File: src/rtl/logic_prim_unit_if.sv
// Operand/result handshake bundle for logic_prim_unit.
interface logic_prim_unit_if #(
  parameter int unsigned WIDTH = 8
);
  logic             in_valid;
  logic             in_ready;
  logic [WIDTH-1:0] a;
  logic [WIDTH-1:0] b;
  logic [2:0]       op;
  logic             out_valid;
  logic             out_ready;
  logic [WIDTH-1:0] y;
  logic             y_zero;
  logic             y_ones;

  modport master (
    output in_valid, a, b, op, out_ready,
    input  in_ready, out_valid, y, y_zero, y_ones
  );

  modport slave (
    input  in_valid, a, b, op, out_ready,
    output in_ready, out_valid, y, y_zero, y_ones
  );
endinterface

File: src/rtl/logic_prim_unit.sv
// Buffered multi-op bitwise unit built from gate primitives, draining through a result FIFO.
// Optional LOGIC_PRIM_PIPE_EN adds a register stage between the gate array and the FIFO.
module logic_prim_unit #(
  parameter int unsigned WIDTH = 8,
  parameter int unsigned DEPTH = 2
) (
  input logic              clk,
  input logic              rst_n,
  logic_prim_unit_if.slave bus
);
  localparam int unsigned PTR_W = (DEPTH > 1) ? $clog2(DEPTH) : 1;
  localparam int unsigned CNT_W = $clog2(DEPTH + 1);
  localparam int unsigned ENT_W = WIDTH + 2;

  logic [WIDTH-1:0] a_w;
  logic [WIDTH-1:0] b_w;
  assign a_w = bus.a;
  assign b_w = bus.b;

  wire [WIDTH-1:0] g_and, g_or, g_xor, g_nand, g_nor, g_xnor, g_not, g_buf;

  // One primitive per op per bit; the op mux below picks the bit result.
  for (genvar i = 0; i < WIDTH; i++) begin : g_bit
    and  u_and  (g_and[i],  a_w[i], b_w[i]);
    or   u_or   (g_or[i],   a_w[i], b_w[i]);
    xor  u_xor  (g_xor[i],  a_w[i], b_w[i]);
    nand u_nand (g_nand[i], a_w[i], b_w[i]);
    nor  u_nor  (g_nor[i],  a_w[i], b_w[i]);
    xnor u_xnor (g_xnor[i], a_w[i], b_w[i]);
    not  u_not  (g_not[i],  a_w[i]);
    buf  u_buf  (g_buf[i],  a_w[i]);
  end

  logic [WIDTH-1:0] result_c;
  logic [ENT_W-1:0] entry_c;

  always_comb begin
    result_c = '0;
    case (bus.op)
      3'd0:    result_c = g_and;
      3'd1:    result_c = g_or;
      3'd2:    result_c = g_xor;
      3'd3:    result_c = g_nand;
      3'd4:    result_c = g_nor;
      3'd5:    result_c = g_xnor;
      3'd6:    result_c = g_not;
      default: result_c = g_buf;
    endcase
    // Entry layout: {ones, zero, result}; flags frozen at write time.
    entry_c = {&result_c, ~|result_c, result_c};
  end

  logic [ENT_W-1:0] mem_q [DEPTH];
  logic [ENT_W-1:0] mem_d [DEPTH];
  logic [PTR_W-1:0] wr_ptr_q, wr_ptr_d;
  logic [PTR_W-1:0] rd_ptr_q, rd_ptr_d;
  logic [CNT_W-1:0] cnt_q, cnt_d;
  logic [CNT_W-1:0] occ;
  logic             accept;
  logic             pop;
  logic             push;
  logic [ENT_W-1:0] push_data;
  logic             fifo_nempty;

`ifdef LOGIC_PRIM_PIPE_EN
  logic [ENT_W-1:0] pipe_q, pipe_d;
  logic             pipe_v_q, pipe_v_d;
  assign occ = cnt_q + CNT_W'(pipe_v_q);
`else
  assign occ = cnt_q;
`endif

  assign fifo_nempty = (cnt_q != '0);
  assign bus.in_ready = (occ < CNT_W'(DEPTH));

  always_comb begin
    accept    = bus.in_valid && bus.in_ready;
    pop       = fifo_nempty && bus.out_ready;
`ifdef LOGIC_PRIM_PIPE_EN
    // Stage drains when the FIFO has room after any same-edge pop.
    push      = pipe_v_q && ((cnt_q < CNT_W'(DEPTH)) || pop);
    push_data = pipe_q;
    pipe_d    = accept ? entry_c : pipe_q;
    pipe_v_d  = accept || (pipe_v_q && !push);
`else
    push      = accept;
    push_data = entry_c;
`endif
    mem_d    = mem_q;
    wr_ptr_d = wr_ptr_q;
    rd_ptr_d = rd_ptr_q;
    cnt_d    = cnt_q + CNT_W'(push) - CNT_W'(pop);
    if (push) begin
      mem_d[wr_ptr_q] = push_data;
      wr_ptr_d        = wr_ptr_q + PTR_W'(1);
    end
    if (pop) begin
      rd_ptr_d = rd_ptr_q + PTR_W'(1);
    end
  end

  always_ff @(posedge clk or negedge rst_n) begin
    if (!rst_n) begin
      wr_ptr_q <= '0;
      rd_ptr_q <= '0;
      cnt_q    <= '0;
      for (int i = 0; i < int'(DEPTH); i++) mem_q[i] <= '0;
`ifdef LOGIC_PRIM_PIPE_EN
      pipe_q   <= '0;
      pipe_v_q <= 1'b0;
`endif
    end else begin
      wr_ptr_q <= wr_ptr_d;
      rd_ptr_q <= rd_ptr_d;
      cnt_q    <= cnt_d;
      for (int i = 0; i < int'(DEPTH); i++) mem_q[i] <= mem_d[i];
`ifdef LOGIC_PRIM_PIPE_EN
      pipe_q   <= pipe_d;
      pipe_v_q <= pipe_v_d;
`endif
    end
  end

  logic [ENT_W-1:0] head;
  assign head          = mem_q[rd_ptr_q];
  assign bus.out_valid = fifo_nempty;
  assign bus.y         = fifo_nempty ? head[WIDTH-1:0] : '0;
  assign bus.y_zero    = fifo_nempty & head[WIDTH];
  assign bus.y_ones    = fifo_nempty & head[WIDTH+1];
endmodule

File: src/flat_wrapper.sv
// flat-port wrapper written by rule: the top's interface ports become plain ports
module logic_prim_unit_flat 
#(
  parameter int unsigned WIDTH = 8,
  parameter int unsigned DEPTH = 2
)
  (clk, rst_n, bus_in_valid, bus_a, bus_b, bus_op, bus_out_ready, bus_in_ready, bus_out_valid, bus_y, bus_y_zero, bus_y_ones);
  logic_prim_unit_if #(.WIDTH(WIDTH)) bus_i ();
  input logic clk;
  input logic rst_n;
  input wire logic [$bits(bus_i.in_valid)-1:0] bus_in_valid;
  input wire logic [$bits(bus_i.a)-1:0] bus_a;
  input wire logic [$bits(bus_i.b)-1:0] bus_b;
  input wire logic [$bits(bus_i.op)-1:0] bus_op;
  input wire logic [$bits(bus_i.out_ready)-1:0] bus_out_ready;
  output wire logic [$bits(bus_i.in_ready)-1:0] bus_in_ready;
  output wire logic [$bits(bus_i.out_valid)-1:0] bus_out_valid;
  output wire logic [$bits(bus_i.y)-1:0] bus_y;
  output wire logic [$bits(bus_i.y_zero)-1:0] bus_y_zero;
  output wire logic [$bits(bus_i.y_ones)-1:0] bus_y_ones;
  assign bus_i.in_valid = bus_in_valid;
  assign bus_i.a = bus_a;
  assign bus_i.b = bus_b;
  assign bus_i.op = bus_op;
  assign bus_i.out_ready = bus_out_ready;
  assign bus_in_ready = bus_i.in_ready;
  assign bus_out_valid = bus_i.out_valid;
  assign bus_y = bus_i.y;
  assign bus_y_zero = bus_i.y_zero;
  assign bus_y_ones = bus_i.y_ones;
  logic_prim_unit #(.WIDTH(WIDTH), .DEPTH(DEPTH)) u_core (.clk(clk), .rst_n(rst_n), .bus(bus_i));
endmodule
File: config.mk
export PLATFORM = sky130hd
export DESIGN_NAME = logic_prim_unit_flat
export DESIGN_NICKNAME = d
export VERILOG_FILES = /design/src/rtl/logic_prim_unit_if.sv /design/src/rtl/logic_prim_unit.sv /design/src/flat_wrapper.sv
export SDC_FILE = /design/constraint.sdc
export NUM_CORES = 1
export LEC_CHECK = 0
export BUFFER_PORTS_ARGS = -buffer_cell sky130_fd_sc_hd__buf_2
export CAP_MARGIN = 30
export CORE_UTILIZATION = 25
export DETAILED_ROUTE_END_ITERATION = 7
export HOLD_SLACK_MARGIN = 0.02
export PLACE_DENSITY = 0.49
export SYNTH_ARGS = -nofsm -noshare
export SYNTH_HDL_FRONTEND = slang
export SYNTH_SLANG_ARGS = --single-unit
File: constraint.sdc
create_clock -name clk -period 1.7 [get_ports clk]
set_input_delay 0.085 -clock clk [delete_from_list [all_inputs] [get_ports clk]]
set_output_delay 0.085 -clock clk [all_outputs]
set_load 0.02 [all_outputs]
# Word level (Yosys, flattened, before mapping)
# Cells that the tools add are included.
[classes]
add_sub_neg = 4
mul = 0
div_mod_pow = 0
n_lt_le_gt_ge = 4
eq_ne = 6
n_shift = 0
muxes = 8
bitwise = 60
n_reduce_logical = 8
[op_table]
columns = ["op", "n"]
rows = [
  ["$pmux W8 S7", 1],
  ["$mux W10", 4],
  ["$not A1 Y1", 24],
  ["$bwmux W20", 1],
  ["$and A1 B1 Y1", 10],
  ["$demux W10 S1", 1],
  ["$eq A3 B3 Y1 const B", 3],
  ["$mux W8", 1],
  ["$or A1 B1 Y1", 8],
  ["$reduce_and A8 Y1", 1],
  ["$reduce_or A8 Y1", 1],
  ["$xnor A1 B1 Y1", 8],
  ["$xor A1 B1 Y1", 8],
  ["$eq A3 B2 Y1 const B", 2],
  ["$ge A2 B2 Y1 const B", 2],
  ["$not A1 Y2", 2],
  ["$eq A3 B1 Y1 const B", 1],
  ["$logic_and A1 B1 Y1", 3],
  ["$logic_not A3 Y1", 1],
  ["$add A1 B1 Y1 const B", 2],
  ["$add A2 B1 Y2", 1],
  ["$lt A2 B1 Y1 const B", 1],
  ["$lt A2 B2 Y1 const B", 1],
  ["$reduce_bool A2 Y1", 1],
  ["2 further kinds", 2],
]
[totals]
regBits = 24
latchBits = 0
ramBits = 0
rom_bits = 0
in_bits = 23
output_inout_bits = 12
memories = 0

# Longest topological paths before layout
# Gate-level depths: netlist (run 1).
[depth]
word_depth = 6
ltp_mapped = 9
depth_no_buf = 8

# Least setup slack after synthesis (run 1)
# No wires, ideal clock.
[synth_path]
path_type = "input port to flip-flop"
startpoint = "input port bus_b[1]"
endpoint = "register u_core.mem_q[9] in the netlist's numbering"
setup_time_ns = 0.104
t_arrival_ns = 1.904
slack_ns = -0.307
path_stages = 8
n_path_buf = 0
cell_sequence = "inv_1 ha_1 nor4b_1 or3_1 a221oi_2 o22ai_1 or4_4 o41ai_2"
[synth_between]
elab_chain_len = 5
elab_cells_between_ends = 9
cone_classes = "mux: 2; bitwise: 6; reduce/logical: 1"
[synth_lines]
columns = ["element", "line_no", "source"]
rows = [
  ["from (decl)", "flat_wrapper.sv:13", "input wire logic [$bits(bus_i.b)-1:0] bus_b;"],
  ["$or A1 B1 Y1 / $and A1 B1 Y1 (equally long branches)", "--", ""],
  ["$not A1 Y1, on equally long branches", "logic_prim_unit.sv:28, logic_prim_unit.sv:27", ""],
  ["$pmux W8 S7 *", "logic_prim_unit.sv:39", "case (bus.op)"],
  ["$reduce_and A8 Y1 *", "logic_prim_unit.sv:50", "entry_c = {&result_c, ~|result_c, result_c};"],
  ["$bwmux W20 *", "logic_prim_unit.sv:94", "mem_d[wr_ptr_q] = push_data;"],
  ["to (decl)", "logic_prim_unit.sv:53", "logic [ENT_W-1:0] mem_q [DEPTH];"],
]
# Every way passes the cells marked *; elsewhere a longest branch is shown, timed or not.
# A chain may end at the register's enable or synchronous reset.

# Worst setup path after layout (run 1)
[layout_path]
startpoint = "input port bus_b[4]"
endpoint = "register u_core.mem_q[19] in the netlist's numbering"
# Same word-level chain as after synthesis.

==> results of run 1 <==
==> logic make-up (layout without fill, tap and decap cells) <==
| group | Yosys count | in the layout | share of synthesized area (%) |
|---|---|---|---|
| XOR/XNOR | 7 | 7 | 3.08 |
| multiplexers | 18 | 18 | 9.69 |
| AO/OA/AOI/OAI | 55 | 55 | 18.6 |
| buffers and inverters | 37 | 95 | 7.80 |
| flip-flops | 24 | 24 | 30.2 |
| adder cells (fa/ha/maj) | 18 | 18 | 11.3 |
| AND/OR/NAND/NOR | 79 | 79 | 19.4 |
==> sequential cells by signal (all words and copies together) (netlist names) <==
| name | flops |
|---|---|
| u_core.cnt_q | 2 |
| u_core.rd_ptr_q | 1 |
| u_core.mem_q | 20 |
| u_core.wr_ptr_q | 1 |
==> worst register-to-register path, stage by stage, from the launching register on <==
cell and delay [ns]:
dfrtp_1 0.42, nor2_1 0.15, nor2b_1 0.08, ha_1 0.28, inv_1 0.04, ha_1 0.18
xnor2_1 0.16, xnor2_1 0.13
==> per-layer routing <==
layer  GRT usage (%)  share of wire, %  up-vias
met5               0                 0        -
met4            2.78              0.88        0
met3            1.42               2.9        5
met2            18.9                44       34
met1            15.1                52      766
li1                -                 -      928
==> path summary, 6_finish.rpt <==
kind	from	to	slack, ns
max	bus_b[4]	u_core.mem_q[19]$_DFFE_PN0P_	0.05
min	bus_out_ready	u_core.rd_ptr_q$_DFFE_PN0P_	0.20
max reg2reg	u_core.cnt_q[1]$_DFF_PN0_	u_core.cnt_q[1]$_DFF_PN0_	0.19
min reg2reg	u_core.rd_ptr_q$_DFFE_PN0P_	u_core.rd_ptr_q$_DFFE_PN0P_	0.47
max in group asynchronous	rst_n	u_core.mem_q[16]$_DFFE_PN0P_	0.98
min in group asynchronous	rst_n	u_core.mem_q[15]$_DFFE_PN0P_	0.35
==> final cells by class <==
cell class	count	area [um^2]	share of cell area, %
flip-flops and latches	24	601	22.7
clock buffers	3	41.3	1.56
well taps	102	128	4.83
multi-input cells	177	1280	48.4
repair buffers	69	468	17.7
inverters	22	95.1	3.60
clock inverters	1	30.0	1.14
==> what timing repair did <==
| item | 4_1_cts | 5_1_grt |
|---|---|---|
| setup buffers | 0 | 0 |
| hold endpoints to repair | 24 | 0 |
| gates resized for setup | 3 | 5 |
| endpoints found under the setup margin | 2 | 3 |
| hold buffers | 1 | 0 |
| pin swaps | 0 | 1 |
==> stage by stage <==
stage          instance area (um^2)  util [%]
2_1_floorplan                  2040         -
5_1_grt                        2640      34.2
4_1_cts                        2620      33.9
3_3_place_gp                   2530      32.7
3_5_place_dp                   2530      32.7
6_report                       2640      34.2
==> power by group through the flow <==
stage | Clock, mW | Combinational (mW) | Sequential (mW)
2_1_floorplan | 0 | 0.985 | 0.915
3_3_place_gp | 0 | 1.43 | 0.943
3_5_place_dp | 0 | 1.46 | 0.953
4_1_cts | 0.511 | 1.47 | 0.940
5_1_grt | 0.543 | 1.63 | 0.972
6_report | 0.496 | 1.44 | 0.934
==> synthesized netlist by cell type (2+ instances only) <==
| library cell | instances |
|---|---|
| dfrtp_1 | 24 |
| nor2_1 | 19 |
| a311oi_1 | 2 |
| a21oi_1 | 6 |
| nand2b_1 | 10 |
| nand3_1 | 5 |
| o21a_1 | 3 |
| a221o_1 | 2 |
| buf_2 | 4 |
| xnor2_1 | 3 |
| o41ai_1 | 2 |
| a211oi_1 | 3 |
| o21ai_0 | 23 |
| nand2_1 | 27 |
| buf_1 | 3 |
| xor2_1 | 4 |
| nor2b_1 | 8 |
| inv_1 | 22 |
| o211ai_1 | 6 |
| nand3b_1 | 3 |
| clkbuf_1 | 6 |
| mux2i_1 | 17 |
| ha_1 | 18 |
==> results.toml, run 1 <==
[logic_synthesis]
yosysWarnings = 0
netlist_top_cells_area = "dfrtp_1 30%, ha_1 11%, mux2i_1 8.6%"
synth-async-reset-ratio_pct = 100
netlist_area_um2 = 1990
synth_edf_count = 0
synth_top_area_share_pct = 30.2
synthCells = 238
synth-seq-cells = 24
yosysSeqAreaShare_pct = 30.2
synth-main-ff-cell = "dfrtp_1"
synth_area_leader_cell = "dfrtp_1"
yosysUniqueCellTypes = 41
syn_area_per_cell_um2 = 8.36
syn_nets = 279

[global_routing]
grt_max_degree = 25
overflow = 0
antenna_found_initial = 0
grt_pass1_vias = 1699
grt_use_total_pct = 11.2
grt_pass1_wl_um = 7670

[cts]
cts.path.max_buffers = 2
cts_buffers = 3
cts.sinks = 24
clk_pin_slew_ns = 0.09
cts_tree = "built"
root_buffer = "clkbuf_8"
clk_latency_ns = 0.27
htreeDepth = 1

[worst_setup_path]
cp_top_family = "compound AO/OA/AOI/OAI gates"
cpPeakStageDelay_ns = 0.55
r2r_cells = 7
worstPathCellList = "buf_2, inv_1, ha_1, o211ai_1, o31a_1, o21ai_0, o21a_1, or4_4, o41ai_2"
slowest_stage = "or4_4"
startpoint_type = "input pin"
worstPathMaxFanout = 3
cp_num_cells = 9
end_kind = "flip-flop"
arrival_ns = 1.81
critical_path_class = "input pin to flip-flop"
critPathBufInv = 2
cp.required_ns = 1.87

[routing]
drc_errors = 0
drtPass1Iterations = 4
wire_per_inst_um = 10.9
drt_iter0_markers = 81
wirelength_um = 4340
ant_nets = 0
vias = 1733
via_per_inst = 4.35

[sta]
slew-limit-headroom_pct = 62.8
tns_ns = 0
setup_viol = 0
fin_crit_ns = 1.65
hold_ws_ns = 0.203
clock-skew-final_ns = 0.00627
slew_violations = 0
rsz0062_at_grt = "yes"
fmax_mhz = 608
worst_pin_slew_ns = 0.558
finalHoldViolations = 0
setup_slack_ns = 0.0540
fin_crit_sh_pct = 96.8

[layout]
layout_common_cells = "33 x buf_4, 32 x buf_2, 27 x nand2_1"
stdcell_count = 398
area_delta_synth_final_pct = 32.8
nFillCells = 829
num-nets-final = 338
final_common_cell = "buf_4"
layout-drive-gt1-share_pct = 28.7
antenna_cells = 0

[pwr]
cellPowerDensity_nw_per_um2 = 1090
intPower_mw = 1.74
leakage_nw = 1.32
power_mw = 2.87
power_frac_comb_pct = 50.2
switching_share_pct = 39.5
p_seq_share_pct = 32.5
p_clk_share_pct = 17.3
netSwitchingPower_mw = 1.13
ir_drop_v = 0.000359

[place]
pre_cts_slack_ns = -0.291
port_buffers = 34
gp_congestion = 0.689
placed_cells = 393
place_hpwl_um = 3550

[floorplan]
fp-row-count = 32
dieArea_um2 = 8320
io_pins = 35
initial_core_util_pct = 25.7
die_y_um = 91.2
coreArea_um2 = 7730
die_x_um = 91.2

[job]
drv_cap = 0

[outcome]
status = "completed"

[worst_hold_path]
hp-class = "input pin to flip-flop"
worstHoldPathCells = 3
No activity file was read; power rests on OpenSTA's default activity.
==> run 2: changes to the inputs <==
==> constraint.sdc (replaced) <==
create_clock -name clk -period 1.8 [get_ports clk]
set_input_delay 0.09 -clock clk [delete_from_list [all_inputs] [get_ports clk]]
set_output_delay 0.09 -clock clk [all_outputs]
set_load 0.02 [all_outputs]
==> results.toml, run 2 (synthesized netlist as in run 1, its figures left out) <==
[outcome]
status = "completed"

[worst_hold_path]
min_to = "u_core.rd_ptr_q$_DFFE_PN0P_"
worstHoldStart = "bus_out_ready"
worstHoldPathCells = 3
hp-class = "input pin to flip-flop"

[worst_setup_path]
worstPathMaxFanout = 3
cp.required_ns = 1.96
r2r_cells = 7
end_kind = "flip-flop"
arrival_ns = 1.86
worstReg2RegEnd = "u_core.cnt_q[1]$_DFF_PN0_"
slowest_stage = "or4_4"
critPathBufInv = 2
r2r_setup_slack_ns = 0.23
critical_path_class = "input pin to flip-flop"
r2r-start = "u_core.cnt_q[1]$_DFF_PN0_"
worstPathCellList = "buf_2, inv_1, ha_1, nor4b_1, or3_1, a221oi_2, o22ai_2, or4_4, o41ai_2"
cpPeakStageDelay_ns = 0.44
startpoint_type = "input pin"
cp_top_family = "simple AND/OR/NAND/NOR gates"

[layout]
largest-register = "u_core.mem_q"
antenna_cells = 0
layout_common_cells = "34 x buf_2, 34 x buf_4, 27 x nand2_1"
stdcell_count = 400
largest_register_ffs = 20
layout-drive-gt1-share_pct = 27.2
num-nets-final = 340
area_delta_synth_final_pct = 30.1
reg_top3 = "u_core.mem_q x20, u_core.cnt_q x2"

[sta]
worst_pin_slew_ns = 0.540
finalHoldViolations = 0
fin_crit_sh_pct = 94.0
tns_ns = 0
clock-skew-final_ns = 0.00207
slew-limit-headroom_pct = 64.0
slew_violations = 0
rsz0062_at_grt = "no"
fin_crit_ns = 1.69
hold_ws_ns = 0.231
setup_viol = 0
fmax_mhz = 591

[global_routing]
global_route.usage.met2_pct = 17.8
overflow = 0
grt_use_total_pct = 10.7
grt_pass1_vias = 1640
met1_usage_pct = 14.9
globalRouteMet3Util_pct = 1.26
grt_pass1_wl_um = 7400
grt-busiest-layer = "met2"
grt_max_degree = 25
antenna_found_initial = 0

[place]
place_hpwl_um = 3530
gp_congestion = 0.700
port_buffers = 34
placed_cells = 395

[routing]
ant_nets = 0
drc_errors = 0
wirelength_um = 4230
drt_iter0_markers = 56
drtPass1Iterations = 6
wire_per_inst_um = 10.6
via_per_inst = 4.35
vias = 1741

[cts]
cts_buffers = 3
ctsResizeCount = 0
holdBufCountCts = 1
cts_setup_buffers = 0
cts.sinks = 24
clk_latency_ns = 0.26
clk_pin_slew_ns = 0.08
cts.path.max_buffers = 2
root_buffer = "clkbuf_8"
cts_tree = "built"
htreeDepth = 1

[pwr]
ir_drop_v = 0.000333
power_mw = 2.63
leakage_nw = 1.31
cellPowerDensity_nw_per_um2 = 1020

[floorplan]
fp-row-count = 32
dieArea_um2 = 8320
die_x_um = 91.2
initial_core_util_pct = 25.7
io_pins = 35
coreArea_um2 = 7730
die_y_um = 91.2

[job]
drv_cap = 0
run 2: cell type report:
cell class,instances,area (um^2)
multi-input combinational,177,1250
sequential,24,601
inverter,22,82.6
fill,822,5140
timing repair buffer,71,475
tap,102,128
clock buffer,4,55.1
run 2: worst reg2reg max path: stages (launching register included):
cell	delay, ns
dfrtp_1	0.43
nor2_1	0.17
nor2b_1	0.09
ha_1	0.28
inv_1	0.04
ha_1	0.18
xnor2_1	0.17
xnor2_1	0.13
run 2: power breakdown:
group          switching, mW  internal (mW)
Sequential             0.130          0.758
Clock                  0.164          0.195
Combinational          0.779          0.603
Total                   1.07           1.56
run 2: per-layer routing:
layer  routed length [um]  vias to the layer above
met4                   23                        0
met1                 2190                      772
met2                 1900                       30
met5                    0                        -
li1                     -                      937
met3                  114                        2
run 2: per-stage QoR:
stage / util (%) / setup WS, ns / cell area, um^2
after floorplan: - / 0.00507 / 2000
after CTS: 33.5 / 0.101 / 2590
final: 33.5 / 0.108 / 2590
after global placement: 32.7 / -0.156 / 2520
after detailed placement: 32.7 / -0.176 / 2520
after global routing: 33.5 / 0.00218 / 2590
run 2: worst max path at each step:
stage	to	from	cells past startpoint
global route	u_core.mem_q[19]$_DFFE_PN0P_	bus_b[1]	9
CTS	u_core.mem_q[9]$_DFFE_PN0P_	bus_a[1]	9
detailed placement	u_core.mem_q[9]$_DFFE_PN0P_	bus_a[1]	9
floorplan	u_core.mem_q[9]$_DFFE_PN0P_	bus_b[1]	8
global placement	u_core.mem_q[9]$_DFFE_PN0P_	bus_a[1]	9
finish	u_core.mem_q[19]$_DFFE_PN0P_	bus_a[1]	9
